$ cat src/rtl/pipeline_hazard_ctrl_if.sv
// Hazard-control bus: ID source operands, per-stage destinations, branch events and pipeline controls.
// The stall_cnt member exists only when PIPE_STALL_CNT_EN is defined.
interface pipeline_hazard_ctrl_if;
   logic [4:0]  id_rs1;
   logic [4:0]  id_rs2;
   logic        id_use_rs1;
   logic        id_use_rs2;
   logic [4:0]  ex_rd;
   logic [4:0]  mem_rd;
   logic [4:0]  wb_rd;
   logic        ex_rf_le;
   logic        mem_rf_le;
   logic        wb_rf_le;
   logic        ex_load;
   logic        br_valid;
   logic        br_annul;
   logic        pc_le;
   logic        npc_le;
   logic        ifid_le;
   logic        cu_nop;
   logic [1:0]  fwd_a;
   logic [1:0]  fwd_b;
`ifdef PIPE_STALL_CNT_EN
   logic [15:0] stall_cnt;
`endif

   // The pipeline datapath is the master; the hazard controller is the slave.
   modport master (
`ifdef PIPE_STALL_CNT_EN
      input  stall_cnt,
`endif
      output id_rs1, id_rs2, id_use_rs1, id_use_rs2,
      output ex_rd, mem_rd, wb_rd, ex_rf_le, mem_rf_le, wb_rf_le,
      output ex_load, br_valid, br_annul,
      input  pc_le, npc_le, ifid_le, cu_nop, fwd_a, fwd_b
   );

   modport slave (
`ifdef PIPE_STALL_CNT_EN
      output stall_cnt,
`endif
      input  id_rs1, id_rs2, id_use_rs1, id_use_rs2,
      input  ex_rd, mem_rd, wb_rd, ex_rf_le, mem_rf_le, wb_rf_le,
      input  ex_load, br_valid, br_annul,
      output pc_le, npc_le, ifid_le, cu_nop, fwd_a, fwd_b
   );
endinterface

$ cat src/rtl/pipeline_hazard_ctrl.sv
// Pipeline hazard controller: operand forwarding, load-use stall and delay-slot annul bubbles.
// Optional feature: define PIPE_STALL_CNT_EN to add a saturating bubble counter (stall_cnt).
module pipeline_hazard_ctrl (
   input logic                   clk,
   input logic                   clr,
   pipeline_hazard_ctrl_if.slave hz
);

   typedef enum logic [1:0] {
      RUN      = 2'd0,
      LD_STALL = 2'd1,
      ANNUL    = 2'd2
   } state_t;

   state_t r_state;
   state_t w_nextState;
   logic   r_pending;
   logic   w_nextPending;
   logic   w_loadUse;
   logic   w_brAnnul;
   logic   w_annulDue;
   logic   w_holdFetch;
   logic   w_bubble;
   logic   w_src1Hit;
   logic   w_src2Hit;

   // Nearest producing stage wins; register 0 is hard-wired and never forwarded.
   function automatic logic [1:0] fwdSel(
      input logic [4:0] rs,
      input logic       readsSrc,
      input logic [4:0] exRd,
      input logic       exLe,
      input logic [4:0] memRd,
      input logic       memLe,
      input logic [4:0] wbRd,
      input logic       wbLe
   );
      logic [1:0] sel;
      sel = 2'b00;
      if (readsSrc && (rs != 5'd0)) begin
         if (exLe && (exRd == rs)) begin
            sel = 2'b01;
         end else if (memLe && (memRd == rs)) begin
            sel = 2'b10;
         end else if (wbLe && (wbRd == rs)) begin
            sel = 2'b11;
         end
      end
      return sel;
   endfunction

   always_comb begin
      hz.fwd_a = fwdSel(hz.id_rs1, hz.id_use_rs1, hz.ex_rd, hz.ex_rf_le,
                        hz.mem_rd, hz.mem_rf_le, hz.wb_rd, hz.wb_rf_le);
      hz.fwd_b = fwdSel(hz.id_rs2, hz.id_use_rs2, hz.ex_rd, hz.ex_rf_le,
                        hz.mem_rd, hz.mem_rf_le, hz.wb_rd, hz.wb_rf_le);
   end

   always_comb begin
      w_src1Hit = hz.id_use_rs1 && (hz.id_rs1 == hz.ex_rd);
      w_src2Hit = hz.id_use_rs2 && (hz.id_rs2 == hz.ex_rd);
      w_loadUse = hz.ex_load && hz.ex_rf_le && (hz.ex_rd != 5'd0) && (w_src1Hit || w_src2Hit);
      w_brAnnul = hz.br_valid && hz.br_annul;
      w_annulDue = r_pending || w_brAnnul;
   end

   always_ff @(posedge clk) begin
      if (!clr) begin
         r_state   <= RUN;
         r_pending <= 1'b0;
      end else begin
         r_state   <= w_nextState;
         r_pending <= w_nextPending;
      end
   end

   // A stall defers any annul into the pending bit; entering ANNUL always consumes it.
   always_comb begin
      w_nextState   = r_state;
      w_nextPending = r_pending;
      w_holdFetch   = 1'b0;
      w_bubble      = 1'b0;
      case (r_state)
         RUN: begin
            if (w_loadUse) begin
               w_holdFetch   = 1'b1;
               w_bubble      = 1'b1;
               w_nextState   = LD_STALL;
               w_nextPending = w_annulDue;
            end else if (w_annulDue) begin
               w_nextState   = ANNUL;
               w_nextPending = 1'b0;
            end
         end
         LD_STALL: begin
            if (w_annulDue) begin
               w_nextState   = ANNUL;
               w_nextPending = 1'b0;
            end else begin
               w_nextState   = RUN;
            end
         end
         ANNUL: begin
            w_bubble = 1'b1;
            if (w_annulDue) begin
               w_nextState   = ANNUL;
               w_nextPending = 1'b0;
            end else begin
               w_nextState   = RUN;
            end
         end
         default: begin
            w_nextState   = RUN;
            w_nextPending = 1'b0;
         end
      endcase
   end

   // While clr is low the front end keeps loading but the control bus is held as a bubble.
   always_comb begin
      hz.pc_le   = clr ? ~w_holdFetch : 1'b1;
      hz.npc_le  = clr ? ~w_holdFetch : 1'b1;
      hz.ifid_le = clr ? ~w_holdFetch : 1'b1;
      hz.cu_nop  = clr ? w_bubble     : 1'b1;
   end

`ifdef PIPE_STALL_CNT_EN
   logic [15:0] r_stallCnt;

   always_ff @(posedge clk) begin
      if (!clr) begin
         r_stallCnt <= 16'd0;
      end else if (hz.cu_nop && (r_stallCnt != 16'hFFFF)) begin
         r_stallCnt <= r_stallCnt + 16'd1;
      end
   end

   assign hz.stall_cnt = r_stallCnt;
`endif

endmodule

$ cat src/flat_wrapper.sv
// flat-port wrapper written by rule: the top's interface ports become plain ports
module pipeline_hazard_ctrl_flat 
  (clk, clr, hz_id_rs1, hz_id_rs2, hz_id_use_rs1, hz_id_use_rs2, hz_ex_rd, hz_mem_rd, hz_wb_rd, hz_ex_rf_le, hz_mem_rf_le, hz_wb_rf_le, hz_ex_load, hz_br_valid, hz_br_annul, hz_pc_le, hz_npc_le, hz_ifid_le, hz_cu_nop, hz_fwd_a, hz_fwd_b);
  pipeline_hazard_ctrl_if hz_i ();
  input logic clk;
  input logic clr;
  input wire logic [$bits(hz_i.id_rs1)-1:0] hz_id_rs1;
  input wire logic [$bits(hz_i.id_rs2)-1:0] hz_id_rs2;
  input wire logic [$bits(hz_i.id_use_rs1)-1:0] hz_id_use_rs1;
  input wire logic [$bits(hz_i.id_use_rs2)-1:0] hz_id_use_rs2;
  input wire logic [$bits(hz_i.ex_rd)-1:0] hz_ex_rd;
  input wire logic [$bits(hz_i.mem_rd)-1:0] hz_mem_rd;
  input wire logic [$bits(hz_i.wb_rd)-1:0] hz_wb_rd;
  input wire logic [$bits(hz_i.ex_rf_le)-1:0] hz_ex_rf_le;
  input wire logic [$bits(hz_i.mem_rf_le)-1:0] hz_mem_rf_le;
  input wire logic [$bits(hz_i.wb_rf_le)-1:0] hz_wb_rf_le;
  input wire logic [$bits(hz_i.ex_load)-1:0] hz_ex_load;
  input wire logic [$bits(hz_i.br_valid)-1:0] hz_br_valid;
  input wire logic [$bits(hz_i.br_annul)-1:0] hz_br_annul;
  output wire logic [$bits(hz_i.pc_le)-1:0] hz_pc_le;
  output wire logic [$bits(hz_i.npc_le)-1:0] hz_npc_le;
  output wire logic [$bits(hz_i.ifid_le)-1:0] hz_ifid_le;
  output wire logic [$bits(hz_i.cu_nop)-1:0] hz_cu_nop;
  output wire logic [$bits(hz_i.fwd_a)-1:0] hz_fwd_a;
  output wire logic [$bits(hz_i.fwd_b)-1:0] hz_fwd_b;
  assign hz_i.id_rs1 = hz_id_rs1;
  assign hz_i.id_rs2 = hz_id_rs2;
  assign hz_i.id_use_rs1 = hz_id_use_rs1;
  assign hz_i.id_use_rs2 = hz_id_use_rs2;
  assign hz_i.ex_rd = hz_ex_rd;
  assign hz_i.mem_rd = hz_mem_rd;
  assign hz_i.wb_rd = hz_wb_rd;
  assign hz_i.ex_rf_le = hz_ex_rf_le;
  assign hz_i.mem_rf_le = hz_mem_rf_le;
  assign hz_i.wb_rf_le = hz_wb_rf_le;
  assign hz_i.ex_load = hz_ex_load;
  assign hz_i.br_valid = hz_br_valid;
  assign hz_i.br_annul = hz_br_annul;
  assign hz_pc_le = hz_i.pc_le;
  assign hz_npc_le = hz_i.npc_le;
  assign hz_ifid_le = hz_i.ifid_le;
  assign hz_cu_nop = hz_i.cu_nop;
  assign hz_fwd_a = hz_i.fwd_a;
  assign hz_fwd_b = hz_i.fwd_b;
  pipeline_hazard_ctrl u_core (.clk(clk), .clr(clr), .hz(hz_i));
endmodule
$ cat config.mk
export PLATFORM = sky130hd
export DESIGN_NAME = pipeline_hazard_ctrl_flat
export DESIGN_NICKNAME = d
export VERILOG_FILES = /design/src/rtl/pipeline_hazard_ctrl_if.sv /design/src/rtl/pipeline_hazard_ctrl.sv /design/src/flat_wrapper.sv
export SDC_FILE = /design/constraint.sdc
export NUM_CORES = 1
export LEC_CHECK = 0
export BUFFER_PORTS_ARGS = -buffer_cell sky130_fd_sc_hd__buf_2
export CORE_MARGIN = 4
export CORE_UTILIZATION = 40
export CTS_CLUSTER_SIZE = 16
export DETAILED_ROUTE_END_ITERATION = 8
export PLACE_DENSITY = 0.77
export SYNTH_ARGS = -nofsm -noshare
export SYNTH_HDL_FRONTEND = slang
export SYNTH_SLANG_ARGS = --single-unit
$ cat constraint.sdc
create_clock -name clk -period 3.2 [get_ports clk]
set_input_delay 0.8 -clock clk [delete_from_list [all_inputs] [get_ports clk]]
set_output_delay 0.8 -clock clk [all_outputs]
set_load 0.005 [all_outputs]
== Word-level counts from Yosys, hierarchy flattened ==
Index checks and enable logic that the tools add are counted.

* Bits in writable memories: 0
* Latch bits: 0
* Bits in read-only memories: 0
* Flip-flop bits (word level): 3
* Memories: 0

* Add/subtract/negate cells: 0
* Shift operators: 0
* Div/mod/pow operators: 0
* Multiply operators: 0
* Reduce and logical (&&, ||, !) cells: 21
* Muxes and demuxes: 20
* Bitwise operators: 1
* Magnitude comparators: 0
* Eq/ne operators: 11

{| class="wikitable"
|+ Operator list
! operator !! count
|-
| $eq A5 B5 Y1 || 8
|-
| $mux W2 || 11
|-
| $reduce_bool A5 Y1 || 3
|-
| $logic_and A1 B1 Y1 || 14
|-
| $mux W1 || 6
|-
| $pmux W1 S2 || 2
|-
| $pmux W2 S2 || 1
|-
| $ne A3 B1 Y1 const B || 1
|-
| $eq A2 B1 Y1 const B || 1
|-
| $eq A2 B2 Y1 const B || 1
|-
| $logic_not A2 Y1 || 1
|-
| $logic_or A1 B1 Y1 || 2
|-
| $reduce_or A2 Y1 || 1
|-
| $not A1 Y1 || 1
|}

== Logic depth before layout (Yosys ltp) ==
Gate-level depths: netlist (run 1).

* Depth in word-level cells: 8
* Mapped depth: 6
* Gate-level depth less buffers: 5

== Worst setup path after synthesis (run 1) ==
No wires, ideal clock.

* Kind: input-to-output
* Start: in hz_ex_rd[3]
* End: out hz_cu_nop
* Path slack: 0.516 ns
* Data arrival time: 1.884 ns
* Path buffers: 0
* Stages on the path: 3
* Required time: 2.400 ns
* Cell sequence: or4_1 -> o2111a_2 -> a211o_1

* Word-level cells in the longest chain between the ends: 7

{| class="wikitable"
|+ RTL lines
! element !! RTL line !! source
|-
| start, declared || flat_wrapper.sv:11 || <nowiki>input wire logic [$bits(hz_i.ex_rd)-1:0] hz_ex_rd;</nowiki>
|-
| $eq A5 B5 Y1, on equally long branches || pipeline_hazard_ctrl.sv:60, pipeline_hazard_ctrl.sv:61 ||
|-
| $logic_and A1 B1 Y1, on equally long branches || pipeline_hazard_ctrl.sv:60, pipeline_hazard_ctrl.sv:61 ||
|-
| $logic_or A1 B1 Y1 || pipeline_hazard_ctrl.sv:62 || <nowiki>w_loadUse = hz.ex_load && hz.ex_rf_le && (hz.ex_rd != 5'd0) && (w_src1Hit || w_src2Hit);</nowiki>
|-
| $logic_and A1 B1 Y1 * || pipeline_hazard_ctrl.sv:62 ||
|-
| $mux W1 * || pipeline_hazard_ctrl.sv:85 || <nowiki>if (w_loadUse) begin</nowiki>
|-
| $pmux W1 S2 * || pipeline_hazard_ctrl.sv:83 || <nowiki>case (r_state)</nowiki>
|-
| $mux W1 * || pipeline_hazard_ctrl.sv:124 || <nowiki>hz.cu_nop = clr ? w_bubble : 1'b1;</nowiki>
|-
| end, declared || flat_wrapper.sv:23 || <nowiki>output wire logic [$bits(hz_i.cu_nop)-1:0] hz_cu_nop;</nowiki>
|}

Every way passes the cells marked *; elsewhere a longest branch is shown, timed or not.

== Worst setup path after layout (run 1) ==
* Start: in hz_id_rs2[2]
* End: out hz_fwd_b[1]

* Word-level cells in the longest chain between the ends: 6

{| class="wikitable"
|+ RTL lines
! element !! RTL line !! source
|-
| start, declared || flat_wrapper.sv:8 || <nowiki>input wire logic [$bits(hz_i.id_rs2)-1:0] hz_id_rs2;</nowiki>
|-
| $eq A5 B5 Y1 || pipeline_hazard_ctrl.sv:45 || <nowiki>end else if (wbLe && (wbRd == rs)) begin</nowiki>
|-
| $logic_and A1 B1 Y1 || pipeline_hazard_ctrl.sv:45 ||
|-
| $mux W2 || pipeline_hazard_ctrl.sv:45 ||
|-
| $mux W2 || pipeline_hazard_ctrl.sv:43 || <nowiki>end else if (memLe && (memRd == rs)) begin</nowiki>
|-
| $mux W2 || pipeline_hazard_ctrl.sv:41 || <nowiki>if (exLe && (exRd == rs)) begin</nowiki>
|-
| $mux W2 * || pipeline_hazard_ctrl.sv:40 || <nowiki>if (readsSrc && (rs != 5'd0)) begin</nowiki>
|-
| end, declared || flat_wrapper.sv:25 || <nowiki>output wire logic [$bits(hz_i.fwd_b)-1:0] hz_fwd_b;</nowiki>
|}

Marked as above.

==> results.cfg, run 1 <==
[run_status]
status = complete, no violations

[logic_synthesis]
yosysWarnings = 0
netlist.area_leader.share_pct = 21.7
yosys.area_share.simple_pct = 23.8
synth-seq-cells = 3
syn_nets = 121
synth_top_family_by_area = XOR/XNOR gates
synth-edff-count = 0
synthCells = 83
synth-adder-area-share_pct = 5.81
synth.area.top_cells = xor2_1 (22%), xnor2_1 (19%), dfxtp_1 (9.3%), ha_1 (5.8%), nand3_1 (5.4%)
synth_mux_area_share_pct = 0
syn_area_um2 = 646
synthXorXnorAreaFrac_pct = 40.7
ys_dominant_reg_cell = dfxtp_1
async_flop_share_pct = 0
seq_area_frac_synth_pct = 9.30
synth.avg_cell_area_um2 = 7.78
synth_cell_type_count = 25
synth-compound-area-share_pct = 16.3
synth.largest_area_cell = xor2_1

[final_layout]
syn_to_final_growth_pct = 37.4
drive_gt1_share_pct = 37.0
final_util_pct = 58.2
diodes = 0
fillers = 158
final_area_um2 = 887
nets = 166

[timing]
setup_viol = 0
final.setup.tns_ns = 0
rsz0062_at_grt = no
worst_pin_slew_ns = 0.445
clock-skew-final_ns = 0.00500
timing.final.crit_period_ns = 2.99
maxSlewViolCount = 0
final.period_utilization_pct = 93.4
fmax_mhz = 335
final_hold_viol_count = 0
maxSlewHeadroom_pct = 70.0

[floorplan]
ioPinCount = 43
die_area_um2 = 2320
rows = 14
dieHeight_um = 48.2
die_width_um = 48.2
design.core.area_um2 = 1520
start_util_pct = 42.4

[cts]
path_clk_slew_ns = 0.03
cts.root.buffer_cell = clkbuf_4
clockBufferDepth = 2
cts_resized = 0
cts_tree = yes
cts_num_sinks = 3
cts_hold_buf = 0
post_cts_buffers = 0
worstSkewPairLatency_ns = 0.24
htreeDepth = 1
cts_buffers = 3

[power]
p_leak_nw = 0.424
power_density_nw_per_um2 = 226
p_total_mw = 0.201
ir_worst_vdd_uv = 174

[route]
drt.antenna.violating_nets = 0
met3WireLength_um = 151
drcViolationCount = 0
wl_per_cell_um = 13.4
wl_met1_um = 852
top_layer = met3
viasPerCell = 5.27
vias = 753
firstDrtPassIters = 4
totalWireLength_mm = 1.91
drtIter0Drc = 15
wl_met2_um = 907

[worst_setup_path]
r2r_cells = 5
cpMostUsedCell = buf_2
cp.required_ns = 2.40
start_kind = input pin
max_stage_delay_ns = 0.40
criticalPathCategory = input pin to primary output
cp_max_fo = 4
worst_path_max_delay_cell = nor4_1
crit_chain = buf_2, xor2_1, nor4_1, nand3_1, nor2b_1, a211oi_1, buf_2
cp-end-kind = primary output
worst_ep_arrival_time_ns = 2.19

[global_routing]
first_global_vias = 683
overflow = 0
grt_max_degree = 6
antenna_found_initial = 0
grt_use_total_pct = 17.5
grt_pass1_wl_mm = 2.88

[min_path]
hold_path_class = flip-flop to flip-flop
min_path_cells = 2

[place]
io_buffers = 42
placed_area_um2 = 861
place.gp.congestion = 0.775
dp_hpwl_mm = 1.68

[run]
drv_cap = 0
==> layout make-up <==
| type | instances | area (um^2) | area share, % |
|---|---|---|---|
| Timing Repair Buffer | 42 | 210 | 23.7 |
| Sequential cell | 3 | 60.1 | 6.77 |
| Multi-Input combinational cell | 75 | 559 | 63.0 |
| Inverter | 3 | 11.3 | 1.27 |
| Clock buffer | 4 | 26.3 | 2.96 |
| Tap cell | 16 | 20.0 | 2.26 |
==> flip-flops by register name, indices dropped and copies added, names as in the netlist <==
name and flops:
u_core.r_state 2, u_core.r_pending 1
==> cell usage after synthesis (all sizes together) (2+ instances only) <==
library cell and count:
nand3 7, inv 3, dfxtp 3, a211oi 3
nor2b 2, buf 2, a22oi 2, xor2 16
ha 3, o21ai 2, or4 3, xnor2 14
and3 2, nor4 4, nand2 3, nor2 5
==> worst paths after layout <==
kind	end	slack, ns	start
worst max-delay path	hz_fwd_b[1]	0.21	hz_id_rs2[2]
worst min-delay path	u_core.r_state[0]	0.64	u_core.r_state[0]
worst max register to register	u_core.r_state[1]	2.00	u_core.r_state[1]
worst min register to register	u_core.r_state[0]	0.64	u_core.r_state[0]
==> placed cells by master (no fill, tap or decap), drive strengths merged <==
master  instances
inv             3
and2            1
o211a           1
nor2b           2
o22ai           1
or4             3
and4            1
and3            2
ha              3
o21ai           2
xor2           16
a21boi          1
o2111a          1
nand2           3
a21o            1
nand3           7
a22oi           2
buf            42
a211oi          3
a211o           1
nor2            5
xnor2          14
a21oi           1
clkbuf          4
dfxtp           3
nor4            4
==> metal layers <==
metal	vias up	global-route usage (%)
met2	29	29.9
met1	341	23.2
met4	0	1.61
met5	-	0
met3	0	3.69
li1	383	-
==> through the flow <==
stage	hold WS [ns]	setup WS (ns)	std cells
floorplan	0.583	0.516	83
global placement	0.639	0.274	139
finish	0.640	0.211	143
detailed placement	0.628	0.251	139
global route	0.683	0.116	143
CTS	0.643	0.242	143
==> logic make-up after synthesis <==
kind of cell	Yosys count
XOR/XNOR	30
AO/OA/AOI/OAI	14
adder cells (fa/ha/maj)	3
flip-flops	3
buffers and inverters	5
AND/OR/NAND/NOR	28
==> power by group <==
part | internal, mW | leakage, nW | total, mW | switching [mW]
sequential | 0.0388 | 0.0244 | 0.0400 | 0.00119
combinational | 0.0458 | 0.384 | 0.0936 | 0.0479
clock | 0.0468 | 0.0150 | 0.0670 | 0.0202
total | 0.131 | 0.424 | 0.201 | 0.0693
==> critical path: cells and delay by family <==
kind | cells | cell delay (ns)
AOI/OAI and AO/OA | 1 | 0.22
xor gates and xnor gates | 1 | 0.14
buffers and inverters | 2 | 0.29
and+or+nand+nor | 3 | 0.73
Power figures use the tool's default switching activity.
==> inputs of run 2 (changes only) <==
GPL_ROUTABILITY_DRIVEN = 0   (was not set)
RECOVER_POWER = 25   (was not set)
==> run 2 against run 1 <==
Effect of this change:
- clock-buffer cell count is the same
- wire length grew 0.78%
- die area is the same
- global-route usage is the same
- clock skew is essentially flat
- largest cell class unchanged
- clock power is essentially flat
- cell count is the same
- critical endpoint unchanged
- register-to-register slack is essentially flat
- setup slack lost 0.0031 ns
- power is essentially flat
- largest power group unchanged
- sequential power is essentially flat
- final area shrank 0.14%
==> results.cfg, run 2 (synthesized netlist as in run 1, its figures left out) <==
[worst_setup_path]
criticalPathCategory = input pin to primary output
cpMostUsedCell = buf_2
worst_ep_arrival_time_ns = 2.19
cp-end-kind = primary output
worst_path_max_delay_cell = nor4_1
max_stage_delay_ns = 0.40
cp_max_fo = 4
cp_top_family = simple AND/OR/NAND/NOR gates
start_kind = input pin
cp.required_ns = 2.40
crit_chain = buf_2, xor2_1, nor4_1, nand3_1, nor2b_1, a211oi_1, buf_2
crit_buf_inv = 2

[route]
firstDrtPassIters = 4
drtIter0Drc = 14
totalWireLength_mm = 1.93
wl_per_cell_um = 13.5
vias = 757
drt.antenna.violating_nets = 0
viasPerCell = 5.29
drcViolationCount = 0

[timing]
final.setup.tns_ns = 0
setup_viol = 0
maxSlewHeadroom_pct = 70.0
fmax_mhz = 334
clock-skew-final_ns = 0.00500
worst_pin_slew_ns = 0.445
setup_slack_ns = 0.208
final.period_utilization_pct = 93.5
rsz0062_at_grt = no
final_hold_viol_count = 0
timing.final.crit_period_ns = 2.99
maxSlewViolCount = 0

[global_routing]
grt_pass1_wl_mm = 2.88
grt_max_degree = 6
grt_use_total_pct = 17.5
grt_busiest_layer = met2
first_global_vias = 683
use_met3_pct = 3.69
antenna_found_initial = 0
grtUsageMet1_pct = 23.2
grt_use_met2_pct = 29.9
overflow = 0

[cts]
clockBufferDepth = 2
cts_hold_buf = 0
path_clk_slew_ns = 0.03
worstSkewPairLatency_ns = 0.24
cts_resized = 0
htreeDepth = 1
cts_buffers = 3
cts_num_sinks = 3
cts.root.buffer_cell = clkbuf_4
post_cts_buffers = 0
cts_tree = yes

[run]
drv_cap = 0

[final_layout]
fin_cells = 143
top_regs = u_core.r_state (2), u_core.r_pending (1)
largest_register_ffs = 2
drive_gt1_share_pct = 36.2
final_common_cell = buf_2
top_register = u_core.r_state
syn_to_final_growth_pct = 37.2
nets = 166
final_util_pct = 58.1
final_cell_mix = buf_2 (42), xor2_1 (16), xnor2_1 (14), nand3_1 (7), nor2_1 (5)
seqCellArea_um2 = 60.1
multi_input_area_um2 = 558
diodes = 0
fillers = 156

[floorplan]
die_area_um2 = 2320
rows = 14
ioPinCount = 43
start_util_pct = 42.4
die_width_um = 48.2
design.core.area_um2 = 1520
dieHeight_um = 48.2

[place]
dp_hpwl_mm = 1.68
io_buffers = 42
placed_cells = 139
dp_slack_ns = 0.251

[power]
power_density_nw_per_um2 = 227
p_total_mw = 0.201
ir_worst_vdd_uv = 174
p_leak_nw = 0.423

[min_path]
hold_path_class = flip-flop to flip-flop

[run_status]
status = complete, no violations
==> run 2: cell counts in the layout (fill, tap and decap cells not counted) <==
Identical to the previous run, type by type.
==> run 2: routing by layer <==
metal	vias up	routed length [um]
met1	343	856
met4	0	0
met2	31	914
met3	0	155
met5	-	0
li1	383	-
==> run 2: worst min-delay path, cell delays in order, from the launching register on <==
cell	delay (ns)
dfxtp_1	0.34
and2_1	0.14
o211a_1	0.13
==> run 2: through the flow <==
step / area [um^2] / hold WS [ns]
6_report: 886 / 0.641
5_1_grt: 886 / 0.683
4_1_cts: 887 / 0.643
3_5_place_dp: 861 / 0.628
3_3_place_gp: 861 / 0.639
2_1_floorplan: 646 / 0.583
==> run 2: layout make-up <==
class / instances / area share (%)
multi-input cells: 75 / 63.0
flip-flops and latches: 3 / 6.78
inverters: 3 / 1.27
well taps: 16 / 2.26
repair buffers: 42 / 23.7
clock buffers: 4 / 2.97
==> run 2: final timing paths <==
check                       to  slack, ns              start  depth (start not counted)
min          u_core.r_state[0]       0.64  u_core.r_state[0]                          2
min reg2reg  u_core.r_state[0]       0.64  u_core.r_state[0]                          2
max                hz_fwd_b[1]       0.21       hz_id_rs2[2]                          7
max reg2reg  u_core.r_state[1]       2.00  u_core.r_state[1]                          5
==> run 2: where the power goes <==
part	switching [mW]	total [mW]	internal, mW
Sequential	0.00119	0.0400	0.0388
Combinational	0.0480	0.0937	0.0458
Clock	0.0203	0.0670	0.0468
Total	0.0694	0.201	0.131
==> inputs of run 3 (changes only) <==
CORE_ASPECT_RATIO = 0.75   (was not set)
CORE_UTILIZATION = 37   (was 40)
PLACE_DENSITY = 0.75   (was 0.77)
clock period = 2.5 ns   (was 3.2 ns; I/O delays follow)
==> run 3 against run 2 <==
Effect of this change:
- sequential power grew 29%
- critical path depth grew 1
- first-iteration DRC count grew to 3.4 times the previous value
- final area grew 43%
- register-to-register slack lost 0.93 ns
- the flow now finishes with violations (setup timing)
- wire length grew 62%
- global-route usage grew 2.5 points
- via count grew 25%
- die area grew 7.0%
- hold slack gained 0.063 ns
- largest power group unchanged
- sequential share of layout area shrank 2.1 points
- clock-buffer cell count is the same
==> results.cfg, run 3 (synthesized netlist as in run 1, its figures left out) <==
[run_status]
status = finished with violations
violations = setup timing

[worst_setup_path]
crit_buf_inv = 3
cpMostUsedCell = buf_2
worst_ep_arrival_time_ns = 1.98
r2r_slack_ns = 1.07
cp.required_ns = 1.88
cp_top_family = simple AND/OR/NAND/NOR gates
criticalPathCategory = input pin to primary output
cp_max_fo = 3
crit_chain = buf_2, xor2_1, nor4_2, buf_4, nand3_2, nor2b_1, a211oi_2, buf_2
start_kind = input pin
cp-end-kind = primary output
worst_path_max_delay_cell = nor4_2
max_stage_delay_ns = 0.38

[final_layout]
fillers = 100
largest_register_ffs = 2
final_util_pct = 81.3
final_common_cell = buf_2
diodes = 0
multi_input_area_um2 = 719
nets = 181
final_cell_mix = buf_2 (31), xor2_1 (13), buf_6 (13), buf_4 (10), xnor2_1 (8)
top_regs = u_core.r_state (2), u_core.r_pending (1)
final_area_um2 = 1270
seqCellArea_um2 = 60.1
drive_gt1_share_pct = 57.0
top_register = u_core.r_state
fin_cells = 163
syn_to_final_growth_pct = 96.7

[cts]
cts.root.buffer_cell = clkbuf_4
path_clk_slew_ns = 0.04
cts_tree = yes
clockBufferDepth = 2
htreeDepth = 1
cts_hold_buf = 0
worstSkewPairLatency_ns = 0.25
cts_num_sinks = 3
cts_buffers = 3

[global_routing]
first_global_vias = 837
antenna_found_initial = 0
grt_max_degree = 6
overflow = 0
grt_pass1_wl_mm = 3.69
grt_use_total_pct = 20.0

[route]
met3WireLength_um = 275
drt.antenna.violating_nets = 0
drtIter0Drc = 47
drcViolationCount = 0
top_layer = met4
wl_met1_mm = 1.12
wl_per_cell_um = 19.1
viasPerCell = 5.79
wl_met2_mm = 1.57
firstDrtPassIters = 4
totalWireLength_mm = 3.11
vias = 943

[timing]
final.setup.tns_ns = -0.269
timing.final.crit_period_ns = 2.61
setup_slack_ns = -0.105
final_hold_viol_count = 0
setup_viol = 7
maxSlewHeadroom_pct = 75.7
whs_ns = 0.704
fmax_mhz = 384
rsz0062_at_grt = yes
worst_pin_slew_ns = 0.362
clock-skew-final_ns = 0.00195
maxSlewViolCount = 0
final.period_utilization_pct = 104

[min_path]
hold_path_class = input pin to flip-flop

[floorplan]
die_area_um2 = 2480
dieHeight_um = 44.2
design.core.area_um2 = 1560
rows = 12
die_width_um = 56.2
start_util_pct = 41.3
ioPinCount = 43

[power]
p_leak_nw = 0.587
ir_worst_vdd_uv = 206
power_density_nw_per_um2 = 269
p_total_mw = 0.341

[place]
dp_hpwl_mm = 1.90
dp_slack_ns = -0.170
placed_area_um2 = 965
placed_cells = 157
io_buffers = 42

[run]
drv_cap = 0
-- run 3: cell types whose count changed in the layout (fill, tap and decap cells not counted), sizes merged --
cell	change
buf	+15
-- run 3: final timing paths --
kind                                   startpoint                end  cells past startpoint
worst max register to register  u_core.r_state[0]  u_core.r_state[1]                      5
worst min-delay path                          clr  u_core.r_state[0]                      2
worst max-delay path                 hz_id_rs1[2]        hz_fwd_a[1]                      8
worst min register to register  u_core.r_state[0]  u_core.r_state[0]                      2
-- run 3: area by class of cell --
class | instances | share of cell area [%]
Timing Repair Buffer | 57 | 33.6
Inverter | 3 | 0.887
Tap cell | 21 | 2.07
Multi-Input combinational cell | 75 | 56.7
Clock buffer | 4 | 2.07
Sequential cell | 3 | 4.73
-- run 3: power breakdown --
group	internal [mW]	switching (mW)	total [mW]
combinational	0.101	0.0950	0.196
clock	0.0603	0.0334	0.0938
sequential	0.0497	0.00206	0.0517
-- run 3: per-layer routing --
layer,vias to the layer above,global-route usage (%)
met2,72,36.1
met3,17,5.54
met5,-,0
met1,438,22.2
met4,0,9.00
li1,416,-
-- run 3: repair_timing --
item | CTS | global route
resized for setup | 23 | 30
buffers inserted | 3 | 1
endpoints found under the setup margin | 8 | 7
pin swaps | 16 | 14
